File: src/rtl/calculator_pkg.sv
// Shared stage encodings for the calculator front end.
//
// Used by the stage selector here and by the downstream capture and display
// logic, so that every block agrees on what each OUT_stage value means.
//   STAGE_NUM1   = 0 : waiting for operand 1
//   STAGE_NUM2   = 1 : waiting for operand 2
//   STAGE_OP     = 2 : waiting for the operation code
//   STAGE_RESULT = 3 : result on display
package calculator_pkg;

  localparam logic [1:0] STAGE_NUM1   = 2'd0;
  localparam logic [1:0] STAGE_NUM2   = 2'd1;
  localparam logic [1:0] STAGE_OP     = 2'd2;
  localparam logic [1:0] STAGE_RESULT = 2'd3;

  typedef enum logic [1:0] {
    S_NUM1   = STAGE_NUM1,
    S_NUM2   = STAGE_NUM2,
    S_OP     = STAGE_OP,
    S_RESULT = STAGE_RESULT
  } stage_t;

  // Forward step used when a store pulse completes (never called from RESULT).
  function automatic stage_t next_stage(stage_t s);
    case (s)
      S_NUM1:  next_stage = S_NUM2;
      S_NUM2:  next_stage = S_OP;
      default: next_stage = S_RESULT;
    endcase
  endfunction

  // Backward step for the optional back button (never called from NUM1).
  function automatic stage_t prev_stage(stage_t s);
    case (s)
      S_RESULT: prev_stage = S_OP;
      S_OP:     prev_stage = S_NUM2;
      default:  prev_stage = S_NUM1;
    endcase
  endfunction

endpackage

File: src/rtl/calculator_stage_selector_if.sv
// Button and status bundle between the stage selector and its surroundings.
//
// Signals:
//   IN_next_button            raw "next" button, high = pressed
//   IN_back_button            raw "back" button (only used with STAGE_BACK_EN)
//   OUT_store_num1            store pulse for operand 1
//   OUT_store_num2            store pulse for operand 2
//   OUT_store_operation_code  store pulse for the opcode
//   OUT_stage                 current stage (calculator_pkg encodings)
//   OUT_show_result           high while in the RESULT stage
//   OUT_new_calc              one-cycle pulse on RESULT -> NUM1
//   OUT_busy                  high while any store pulse is active
// Modports:
//   master : the side that drives the buttons and watches the status
//   slave  : the stage selector itself
interface calculator_stage_selector_if;

  logic       IN_next_button;
  logic       IN_back_button;
  logic       OUT_store_num1;
  logic       OUT_store_num2;
  logic       OUT_store_operation_code;
  logic [1:0] OUT_stage;
  logic       OUT_show_result;
  logic       OUT_new_calc;
  logic       OUT_busy;

  modport master (
    output IN_next_button, IN_back_button,
    input  OUT_store_num1, OUT_store_num2, OUT_store_operation_code,
    input  OUT_stage, OUT_show_result, OUT_new_calc, OUT_busy
  );

  modport slave (
    input  IN_next_button, IN_back_button,
    output OUT_store_num1, OUT_store_num2, OUT_store_operation_code,
    output OUT_stage, OUT_show_result, OUT_new_calc, OUT_busy
  );

endinterface

File: src/rtl/calculator_stage_selector_debouncer.sv
// button_debouncer: synchroniser + debouncer + press detector for one button.
//
// Ports:
//   IN_clk     system clock
//   IN_reset   synchronous active-high reset
//   IN_button  raw asynchronous, bouncing button (high = pressed)
//   OUT_level  accepted (debounced) button level
//   OUT_press  one-cycle pulse on the accepted 0->1 transition
//
// The accepted level changes only after the synchronised input has disagreed
// with it for DEBOUNCE_CYCLES consecutive cycles; any agreeing cycle restarts
// the count. OUT_press is asserted in the same cycle OUT_level first reads 1.
module button_debouncer #(
  parameter int DEBOUNCE_CYCLES = 1000000
) (
  input  logic IN_clk,
  input  logic IN_reset,
  input  logic IN_button,
  output logic OUT_level,
  output logic OUT_press
);

  localparam int CW = $clog2(DEBOUNCE_CYCLES + 1);
  localparam logic [CW-1:0] CNT_LAST = CW'(DEBOUNCE_CYCLES - 1);

  logic [1:0]    sync_reg;
  logic          level_reg;
  logic          press_reg;
  logic [CW-1:0] cnt_reg;

  always_ff @(posedge IN_clk) begin
    if (IN_reset) begin
      sync_reg  <= 2'b00;
      level_reg <= 1'b0;
      press_reg <= 1'b0;
      cnt_reg   <= '0;
    end else begin
      sync_reg  <= {sync_reg[0], IN_button};
      press_reg <= 1'b0;
      if (sync_reg[1] == level_reg) begin
        cnt_reg <= '0;
      end else if (cnt_reg == CNT_LAST) begin
        // This is the DEBOUNCE_CYCLES-th disagreeing cycle: accept it.
        level_reg <= sync_reg[1];
        press_reg <= sync_reg[1];
        cnt_reg   <= '0;
      end else begin
        cnt_reg <= cnt_reg + 1'b1;
      end
    end
  end

  assign OUT_level = level_reg;
  assign OUT_press = press_reg;

endmodule

File: src/rtl/calculator_stage_selector.sv
// calculator_stage_selector: sequencer in front of the calculator capture
// stage.
//
// Debounces the "next" button and steps NUM1 -> NUM2 -> OP -> RESULT -> NUM1.
// In the three entry stages a press fires a STORE_PULSE_CYCLES-wide store
// pulse on the matching line; the stage advances on the edge where that pulse
// falls. In RESULT a press returns to NUM1 with a one-cycle OUT_new_calc.
// Presses arriving while a store pulse is active are dropped.
//
// Ports:
//   IN_clk    system clock
//   IN_reset  synchronous active-high reset
//   bus       calculator_stage_selector_if.slave (buttons in, status out)
//
// Optional build macro STAGE_BACK_EN: adds a debounced back button that steps
// RESULT->OP, OP->NUM2, NUM2->NUM1 when idle; next wins over a simultaneous
// back. Without the macro IN_back_button is ignored.
module calculator_stage_selector
  import calculator_pkg::*;
#(
  parameter int DEBOUNCE_CYCLES    = 1000000,
  parameter int STORE_PULSE_CYCLES = 4
) (
  input  logic                         IN_clk,
  input  logic                         IN_reset,
  calculator_stage_selector_if.slave   bus
);

  localparam int PW = $clog2(STORE_PULSE_CYCLES + 1);
  localparam logic [PW-1:0] PULSE_LAST = PW'(STORE_PULSE_CYCLES);

  logic          next_press;
  logic          next_level_unused;
  logic          back_press;
  stage_t        state_reg;
  logic [2:0]    store_reg;   // one-hot by stage: [0]=num1 [1]=num2 [2]=op
  logic [PW-1:0] pulse_cnt_reg;
  logic          new_calc_reg;

  button_debouncer #(
    .DEBOUNCE_CYCLES (DEBOUNCE_CYCLES)
  ) u_next_debouncer (
    .IN_clk    (IN_clk),
    .IN_reset  (IN_reset),
    .IN_button (bus.IN_next_button),
    .OUT_level (next_level_unused),
    .OUT_press (next_press)
  );

`ifdef STAGE_BACK_EN
  logic back_level_unused;

  button_debouncer #(
    .DEBOUNCE_CYCLES (DEBOUNCE_CYCLES)
  ) u_back_debouncer (
    .IN_clk    (IN_clk),
    .IN_reset  (IN_reset),
    .IN_button (bus.IN_back_button),
    .OUT_level (back_level_unused),
    .OUT_press (back_press)
  );
`else
  logic back_button_unused;
  assign back_button_unused = bus.IN_back_button;
  assign back_press         = 1'b0;
`endif

  always_ff @(posedge IN_clk) begin
    if (IN_reset) begin
      state_reg     <= S_NUM1;
      store_reg     <= 3'b000;
      pulse_cnt_reg <= '0;
      new_calc_reg  <= 1'b0;
    end else begin
      new_calc_reg <= 1'b0;
      if (store_reg != 3'b000) begin
        // Pulse in progress: every button event in this window is discarded.
        if (pulse_cnt_reg == PULSE_LAST) begin
          store_reg     <= 3'b000;
          pulse_cnt_reg <= '0;
          state_reg     <= next_stage(state_reg);
        end else begin
          pulse_cnt_reg <= pulse_cnt_reg + 1'b1;
        end
      end else if (next_press) begin
        if (state_reg == S_RESULT) begin
          state_reg    <= S_NUM1;
          new_calc_reg <= 1'b1;
        end else begin
          store_reg     <= 3'b001 << state_reg;
          pulse_cnt_reg <= PW'(1);
        end
      end else if (back_press && state_reg != S_NUM1) begin
        state_reg <= prev_stage(state_reg);
      end
    end
  end

  assign bus.OUT_store_num1           = store_reg[0];
  assign bus.OUT_store_num2           = store_reg[1];
  assign bus.OUT_store_operation_code = store_reg[2];
  assign bus.OUT_stage                = state_reg;
  assign bus.OUT_show_result          = (state_reg == S_RESULT);
  assign bus.OUT_new_calc             = new_calc_reg;
  assign bus.OUT_busy                 = |store_reg;

endmodule

File: src/flat_wrapper.sv
// flat-port wrapper written by rule: the top's interface ports become plain ports
module calculator_stage_selector_flat import calculator_pkg::*;
#(
  parameter int DEBOUNCE_CYCLES    = 1000000,
  parameter int STORE_PULSE_CYCLES = 4
)
  (IN_clk, IN_reset, bus_IN_next_button, bus_IN_back_button, bus_OUT_store_num1, bus_OUT_store_num2, bus_OUT_store_operation_code, bus_OUT_stage, bus_OUT_show_result, bus_OUT_new_calc, bus_OUT_busy);
  calculator_stage_selector_if bus_i ();
  input  logic IN_clk;
  input  logic IN_reset;
  input wire logic [$bits(bus_i.IN_next_button)-1:0] bus_IN_next_button;
  input wire logic [$bits(bus_i.IN_back_button)-1:0] bus_IN_back_button;
  output wire logic [$bits(bus_i.OUT_store_num1)-1:0] bus_OUT_store_num1;
  output wire logic [$bits(bus_i.OUT_store_num2)-1:0] bus_OUT_store_num2;
  output wire logic [$bits(bus_i.OUT_store_operation_code)-1:0] bus_OUT_store_operation_code;
  output wire logic [$bits(bus_i.OUT_stage)-1:0] bus_OUT_stage;
  output wire logic [$bits(bus_i.OUT_show_result)-1:0] bus_OUT_show_result;
  output wire logic [$bits(bus_i.OUT_new_calc)-1:0] bus_OUT_new_calc;
  output wire logic [$bits(bus_i.OUT_busy)-1:0] bus_OUT_busy;
  assign bus_i.IN_next_button = bus_IN_next_button;
  assign bus_i.IN_back_button = bus_IN_back_button;
  assign bus_OUT_store_num1 = bus_i.OUT_store_num1;
  assign bus_OUT_store_num2 = bus_i.OUT_store_num2;
  assign bus_OUT_store_operation_code = bus_i.OUT_store_operation_code;
  assign bus_OUT_stage = bus_i.OUT_stage;
  assign bus_OUT_show_result = bus_i.OUT_show_result;
  assign bus_OUT_new_calc = bus_i.OUT_new_calc;
  assign bus_OUT_busy = bus_i.OUT_busy;
  calculator_stage_selector #(.DEBOUNCE_CYCLES(DEBOUNCE_CYCLES), .STORE_PULSE_CYCLES(STORE_PULSE_CYCLES)) u_core (.IN_clk(IN_clk), .IN_reset(IN_reset), .bus(bus_i));
endmodule
File: config.mk
export PLATFORM = sky130hd
export DESIGN_NAME = calculator_stage_selector_flat
export DESIGN_NICKNAME = d
export VERILOG_FILES = /design/src/rtl/calculator_pkg.sv /design/src/rtl/calculator_stage_selector_if.sv /design/src/rtl/calculator_stage_selector_debouncer.sv /design/src/rtl/calculator_stage_selector.sv /design/src/flat_wrapper.sv
export SDC_FILE = /design/constraint.sdc
export NUM_CORES = 1
export LEC_CHECK = 0
export CAP_MARGIN = 15
export CORE_MARGIN = 8
export CORE_UTILIZATION = 60
export CTS_CLUSTER_DIAMETER = 150
export DETAILED_ROUTE_END_ITERATION = 7
export DONT_BUFFER_PORTS = 1
export GPL_TIMING_DRIVEN = 0
export PLACE_DENSITY = 0.76
export SLEW_MARGIN = 40
export SYNTH_ARGS = -nofsm -noshare
export SYNTH_HDL_FRONTEND = slang
export SYNTH_SLANG_ARGS = --single-unit
File: constraint.sdc
create_clock -name IN_clk -period 2.4 [get_ports IN_clk]
set_clock_uncertainty 0.2 [all_clocks]
set_input_delay 0.24 -clock IN_clk [delete_from_list [all_inputs] [get_ports IN_clk]]
set_output_delay 0.24 -clock IN_clk [all_outputs]
set_load 0.01 [all_outputs]
==> impl_metrics.toml, run 1 <==
[synthesis]
synth_compound_area_share_pct = 10.5
synth.area.top_cells = "dfxtp_1 44%, nor2_1 6.7%, xnor2_1 4.0%"
synth_xor_xnor_area_share_pct = 8.09
synth_top_family_by_area = "simple AND/OR/NAND/NOR gates"
synthCells = 173
synth-seq-area-share_pct = 43.6
ys_ff_latch = 33
netlist.top_cell.by_area = "dfxtp_1"
yosys_warnings = 0
ys_types = 41
synthArstFlopShare_pct = 0
syn_nets = 180
synthAdderAreaFrac_pct = 2.48
yosys.area_share.simple_pct = 30.5
synth_edf_count = 0
netlist.area_leader.share_pct = 43.6
avgSynthCellArea_um2 = 8.77
synthesis.area_um2 = 1520
yosys-mux-area-fraction_pct = 0.660
synth_flop_cell = "dfxtp_1"

[routing]
vias = 1253
first_iter_violations = 96
drc = 0
postRouteAntennaNets = 0
first_pass_iters = 4
wl_per_cell_um = 14.1
vias_per_cell = 5.91
wl_mm = 2.98

[cells_and_area]
antennaDiodeCount = 0
fill_cells = 205
largest_reg_flops = 20
multi_input_area_um2 = 792
layout-drive-gt1-share_pct = 10.4
num-nets-final = 189
regArea_um2 = 661
area_delta_synth_final_pct = 8.58

[die]
design.die.area_um2 = 4390
ios = 12
fp.dieW_um = 66.3
fp.dieH_um = 66.3
core_um2 = 2430
initial_core_util_pct = 62.3
rows = 18

[clock_network]
cts_buffers = 5
cts_tree = "built"
clock_path_buffers = 2
htreeDepth = 2
post_cts_resized = 0
root_buffer = "clkbuf_4"
clk_latency_ns = 0.33
clkSlewWorstSetupHoldPaths_ns = 0.09
clock-sinks = 33

[critical_path]
path_class = "flop to flop"
critPathLaunchType = "flop"
cp_max_fo = 7
required_ns = 2.47
critPathCaptureType = "flop"
crit_arrival_ns = 2.05

[status]
outcome = "finished, final reports clean"

[timing]
layout_setup_ws_ns = 0.416
period_needed_ns = 1.98
finalSetupViolations = 0
slew_violations = 0
setup_tns_ns = 0
hold_viol_final = 0
rsz0062_at_grt = "no"
worstMarginPinSlew_ns = 0.424
relSlewSlack_pct = 71.7
period_share_pct = 82.7
fmax_mhz = 504

[global_route]
grt_pass1_wl_mm = 5.24
antenna_found_initial = 0
grt_max_degree = 11
track_usage_pct = 15.3
overflow = 0
first_global_vias = 1197

[place]
gp_congestion = 0.786
hpwl_mm = 2.21
place_ws_ns = 0.458
io_buffer_count = 0

[flow_run]
cap_violations = 0

[hold_path]
hp-class = "input pin to flop"

[pwr]
power_uw = 952
leakagePower_nw = 0.591
pwr_density_cell_nw_per_um2 = 578
ir_drop_mv = 0.577
-- cells in the mapped netlist, types with 2 or more instances --
cell     instances
and2_1           3
nor3_1           3
buf_2            3
or3_1            4
nand3_1          4
xor2_1           7
nor2b_1          2
a22o_1           2
o31ai_1          4
nand2_1         12
o21ai_0          4
and3_1           4
a21oi_1          8
dfxtp_1         33
ha_1             3
xnor2_1          7
nor4_1           3
inv_1           10
nor2_1          27
nand4_1          6
or4_1            4
-- path summary, 6_finish.rpt --
check	depth (start not counted)	end	from	slack [ns]
worst min-delay path	2	u_core.store_reg[2]	IN_reset	0.09
worst max register to register	6	u_core.u_next_debouncer.OUT_level	u_core.u_next_debouncer.cnt_reg[0]	0.42
worst max-delay path	6	u_core.u_next_debouncer.OUT_level	u_core.u_next_debouncer.cnt_reg[0]	0.42
worst min register to register	1	u_core.u_next_debouncer.sync_reg[1]	u_core.u_next_debouncer.sync_reg[0]	0.26
-- worst max-delay path: stages, from the launching register on --
cell	delay, ns
dfxtp_1	0.38
ha_1	0.19
and2_1	0.12
buf_2	0.18
nand4_2	0.18
or4_1	0.50
a21oi_1	0.15
-- per-stage QoR --
step                      area (µm²)  hold slack, ns  cells  utilization [%]
final                           1650          0.0851    212             67.7
after global routing            1650          0.0990    212             67.7
after CTS                       1650          0.0635    212             67.7
after detailed placement        1550           0.178    203             63.9
after global placement          1550           0.178    203             63.9
after floorplan                 1520           0.168    173                -
-- layout make-up --
| type | count | share of cell area (%) |
|---|---|---|
| flip-flops and latches | 33 | 40.1 |
| inverters | 10 | 2.28 |
| multi-input cells | 125 | 48.1 |
| repair buffers | 2 | 1.22 |
| well taps | 30 | 2.28 |
| clock inverters | 2 | 2.13 |
| clock buffers | 5 | 2.28 |
| plain buffers | 5 | 1.60 |
-- cell usage in the layout (no fill, tap or decap), types with 3 or more instances in the layout --
cell       n
o31ai_1    4
xnor2_1    7
and3_1     4
ha_1       3
nor4_1     3
clkbuf_4   5
or3_1      4
or4_1      4
and2_1     3
nand3_1    4
nor3_1     3
dfxtp_1   33
buf_2      3
nand2_1   12
o21ai_0    4
a21oi_1    8
nor2_1    27
nand4_1    6
inv_1     10
xor2_1     7
-- power breakdown --
part	internal, mW	switching [mW]
Combinational	0.00600	0.00844
Clock	0.212	0.175
Sequential	0.549	0.00111
Total	0.767	0.184
-- layer usage --
layer  vias to the layer above  GRT usage [%]  part of all wire [%]
met5                         -              0                     0
met4                         0           7.47                   1.8
met3                         7           5.76                   4.3
met2                        22           23.3                    46
met1                       599           18.4                    48
li1                        625              -                     -
-- cells by family (layout without fill, tap and decap cells) --
kind of cell / count (synthesis) / in the layout
flops: 33 / 33
buf+inv: 15 / 24
mux: 1 / 1
compound gates: 25 / 25
xor+xnor: 14 / 14
simple gates: 82 / 82
fa+ha+maj: 3 / 3
-- what timing repair did --
item / CTS / global route
hold buffers: 2 / 0
endpoints found under the hold margin: 4 / 0
buffers inserted: 0 / 0
Note: power is estimated with default switching activity, not from simulation.
==> inputs of run 2 (changes only) <==
- clock period: 2.4 -> 2 ns (I/O delays scaled with it)
==> impl_metrics.toml, run 2 (synthesis gave the netlist of run 1 again) <==
[routing]
wl_per_cell_um = 14.0
vias_per_cell = 5.93
wl_mm = 2.97
first_pass_iters = 4
vias = 1257
first_iter_violations = 131
postRouteAntennaNets = 0
drc = 0

[critical_path]
critPathCaptureType = "flop"
worstRegToRegCells = 6
critPathLaunchType = "flop"
reg2reg_from = "u_core.u_next_debouncer.cnt_reg[0]"
crit_arrival_ns = 1.96
required_ns = 2.07
path_class = "flop to flop"
reg2reg_slack_ns = 0.11
cp_max_fo = 7
reg2reg_to = "u_core.u_next_debouncer.OUT_level"

[global_route]
track_usage_pct = 15.3
first_global_vias = 1197
grt_max_degree = 11
antenna_found_initial = 0
grt_pass1_wl_mm = 5.24
overflow = 0

[pwr]
ir_drop_mv = 0.693
leakagePower_nw = 0.598
pwr_density_cell_nw_per_um2 = 687

[clock_network]
clock-sinks = 33
root_buffer = "clkbuf_4"
cts_tree = "built"
clk_latency_ns = 0.33
clkSlewWorstSetupHoldPaths_ns = 0.09
clock_path_buffers = 2
htreeDepth = 2
cts_setup_buffers = 0
cts_buffers = 5

[timing]
rsz0062_at_grt = "no"
period_needed_ns = 1.89
hold_viol_final = 0
period_share_pct = 94.7
setup_tns_ns = 0
fmax_mhz = 528
relSlewSlack_pct = 70.8
worstMarginPinSlew_ns = 0.438
finalSetupViolations = 0
slew_violations = 0

[cells_and_area]
area_delta_synth_final_pct = 9.49
largest_reg_flops = 20
layout-drive-gt1-share_pct = 11.5
antennaDiodeCount = 0
fill_cells = 203
final_common_cell = "dfxtp_1"
multi_input_area_um2 = 801
regArea_um2 = 663
num-nets-final = 189
final_cell_mix = "31 x dfxtp_1, 27 x nor2_1, 12 x nand2_1, 10 x inv_1, 8 x a21oi_1"
fin_area_um2 = 1660

[die]
rows = 18
core_um2 = 2430
design.die.area_um2 = 4390
fp.dieW_um = 66.3
ios = 12
initial_core_util_pct = 62.3
fp.dieH_um = 66.3

[place]
gp_congestion = 0.786
placed_cell_area_um2 = 1550
hpwl_mm = 2.21
io_buffer_count = 0

[hold_path]
hold_depth = 2
hold_end = "u_core.store_reg[2]"
min_from = "IN_reset"
hp-class = "input pin to flop"

[status]
outcome = "finished, final reports clean"

[flow_run]
cap_violations = 0
## run 2: worst max-delay path by stage
stage | cells after the start | endpoint | startpoint
after floorplan | 6 | u_core.u_next_debouncer.OUT_level | u_core.u_next_debouncer.cnt_reg[0]
after global placement | 6 | u_core.u_next_debouncer.OUT_level | u_core.u_next_debouncer.cnt_reg[0]
after detailed placement | 6 | u_core.u_next_debouncer.OUT_level | u_core.u_next_debouncer.cnt_reg[0]
after CTS | 6 | u_core.u_next_debouncer.OUT_level | u_core.u_next_debouncer.cnt_reg[0]
after global routing | 6 | u_core.u_next_debouncer.OUT_level | u_core.u_next_debouncer.cnt_reg[0]
final | 6 | u_core.u_next_debouncer.OUT_level | u_core.u_next_debouncer.cnt_reg[0]
## run 2: where the power goes
group | internal (mW) | total, mW | switching (mW) | leakage [nW]
Combinational | 0.00720 | 0.0173 | 0.0101 | 0.289
Clock | 0.254 | 0.463 | 0.209 | 0.0410
Sequential | 0.659 | 0.660 | 0.00135 | 0.267
## run 2: through the flow
stage | setup slack (ns) | std cells | power [mW] | hold slack (ns) | utilization [%]
finish | 0.105 | 212 | 1.14 | 0.0513 | 68.3
global route | 0.00433 | 212 | 1.19 | 0.0590 | 68.3
CTS | 0.0147 | 212 | 1.16 | 0.0235 | 67.7
detailed placement | 0.0585 | 203 | 0.690 | 0.138 | 63.9
global placement | 0.0946 | 203 | 0.689 | 0.138 | 63.9
floorplan | 0.203 | 173 | 0.686 | 0.128 | -
## run 2: final cells by class
type / instances / area share [%]
multi-input combinational: 125 / 48.2
tap: 30 / 2.26
clock buffer: 5 / 2.26
timing repair buffer: 2 / 1.21
clock inverter: 2 / 2.11
sequential: 33 / 39.9
inverter: 10 / 2.26
buffer: 5 / 1.73
## run 2: worst max-delay path, stage by stage (launching register included)
cell	delay [ns]
dfxtp_2	0.36
ha_1	0.18
and2_1	0.13
clkbuf_4	0.18
nand4_4	0.14
or4_1	0.49
a21oi_1	0.15
## run 2: per-layer routing
metal,GRT usage [%],up-vias,part of all wire (%)
met5,0,-,0
met4,7.47,0,1.8
met3,5.76,7,5.7
met2,23.3,30,47
met1,18.4,596,46
li1,-,624,-
## run 2: timing repair
| item | in CTS | in global routing |
|---|---|---|
| endpoints found under the setup margin | 0 | 20 |
| hold endpoints to repair | 4 | 0 |
| resized for setup | 0 | 4 |
| hold buffers | 2 | 0 |
==> inputs of run 3 (changes only) <==
- GPL_TIMING_DRIVEN: 0 -> default
==> impl_metrics.toml, run 3 (synthesis gave the netlist of run 1 again) <==
[pwr]
ir_drop_mv = 0.689
power_frac_comb_pct = 1.5
power_mw = 1.15
switchingPower_uw = 229
p_int_uw = 920
pwr_density_cell_nw_per_um2 = 693
p_seq_share_pct = 57.5
p_clk_share_pct = 41.1
leakagePower_nw = 0.600
swShare_pct = 20.0

[hold_path]
hp-class = "input pin to flop"
hold_depth = 4

[critical_path]
cp_max_fo = 7
critPathLaunchType = "flop"
crit_arrival_ns = 1.92
path_class = "flop to flop"
critPathCaptureType = "flop"
required_ns = 2.07
worstRegToRegCells = 4

[routing]
wl_mm = 2.90
vias = 1221
wl_per_cell_um = 13.7
postRouteAntennaNets = 0
first_pass_iters = 4
first_iter_violations = 114
vias_per_cell = 5.76
drc = 0

[timing]
finalSetupViolations = 0
worstMarginPinSlew_ns = 0.433
rsz0062_at_grt = "no"
fmax_mhz = 540
period_share_pct = 92.5
slew_violations = 0
setup_tns_ns = 0
hold_slack_ns = 0.0836
relSlewSlack_pct = 71.0
hold_viol_final = 0
period_needed_ns = 1.85

[die]
rows = 18
fp.dieH_um = 66.3
core_um2 = 2430
fp.dieW_um = 66.3
initial_core_util_pct = 62.3
ios = 12
design.die.area_um2 = 4390

[clock_network]
cts_buffers = 5
clock-sinks = 33
clkSlewWorstSetupHoldPaths_ns = 0.10
root_buffer = "clkbuf_4"
cts_setup_buffers = 0
clk_latency_ns = 0.33
cts_tree = "built"
clock_path_buffers = 2
htreeDepth = 2

[cells_and_area]
antennaDiodeCount = 0
fin_cells = 212
area_delta_synth_final_pct = 9.41
num-nets-final = 189
layout-drive-gt1-share_pct = 11.5
post-route-util_pct = 68.2
final_common_cell = "dfxtp_1"
final_cell_mix = "33 x dfxtp_1, 27 x nor2_1, 12 x nand2_1, 10 x inv_1, 8 x a21oi_1"
largest_reg_flops = 20

[place]
io_buffer_count = 0
dp_cells = 203
gp_congestion = 0.756
hpwl_mm = 2.06

[status]
outcome = "finished, final reports clean"

[global_route]
grt_max_degree = 21
overflow = 0
track_usage_pct = 15.1
grt_pass1_wl_mm = 5.14
first_global_vias = 1160
antenna_found_initial = 0

[flow_run]
cap_violations = 0
[run 3: repair_timing]
action                                 4_1_cts  5_1_grt
setup endpoints to repair                    0        4
endpoints found under the hold margin       13        0
hold buffers                                 2        0
gates resized for setup                      0        1
[run 3: stage by stage]
stage	setup slack, ns	area [µm²]
after global routing	0.00694	1660
final	0.149	1660
after global placement	0.141	1570
after floorplan	0.203	1520
after detailed placement	0.102	1570
after CTS	0.0823	1660
[run 3: cell type report]
class,count,area [µm²]
Multi-Input combinational cell,125,793
Fill cell,195,773
Sequential cell,33,661
Timing Repair Buffer,7,57.6
Clock buffer,5,37.5
Inverter,10,37.5
Tap cell,30,37.5
Clock inverter,2,35.0
[run 3: worst max-delay path, stage by stage, from the launching register on]
cell and delay [ns]:
dfxtp_1 0.41, and4_1 0.40, nand2_4 0.11, or4_1 0.50
a21oi_1 0.17
[run 3: final timing paths]
check | from | end | slack [ns]
worst min-delay path | IN_reset | u_core.u_next_debouncer.cnt_reg[18] | 0.08
worst max register to register | u_core.u_next_debouncer.cnt_reg[5] | u_core.u_next_debouncer.cnt_reg[17] | 0.15
worst min register to register | u_core.u_next_debouncer.sync_reg[0] | u_core.u_next_debouncer.sync_reg[1] | 0.26
worst max-delay path | u_core.u_next_debouncer.cnt_reg[5] | u_core.u_next_debouncer.cnt_reg[17] | 0.15
[run 3: power groups by stage]
stage	combinational, mW	clock [mW]	sequential, mW
final	0.0167	0.472	0.661
after global routing	0.0184	0.515	0.661
after CTS	0.0166	0.485	0.661
after detailed placement	0.0105	0	0.676
after global placement	0.00992	0	0.676
after floorplan	0.0107	0	0.675
[run 3: metal layers]
layer / vias up / GRT usage [%] / routed length (µm)
met5: - / 0 / 0
met4: 0 / 6.67 / 38
met3: 5 / 7.12 / 184
met2: 25 / 23.0 / 1290
met1: 563 / 17.6 / 1390
li1: 628 / - / -
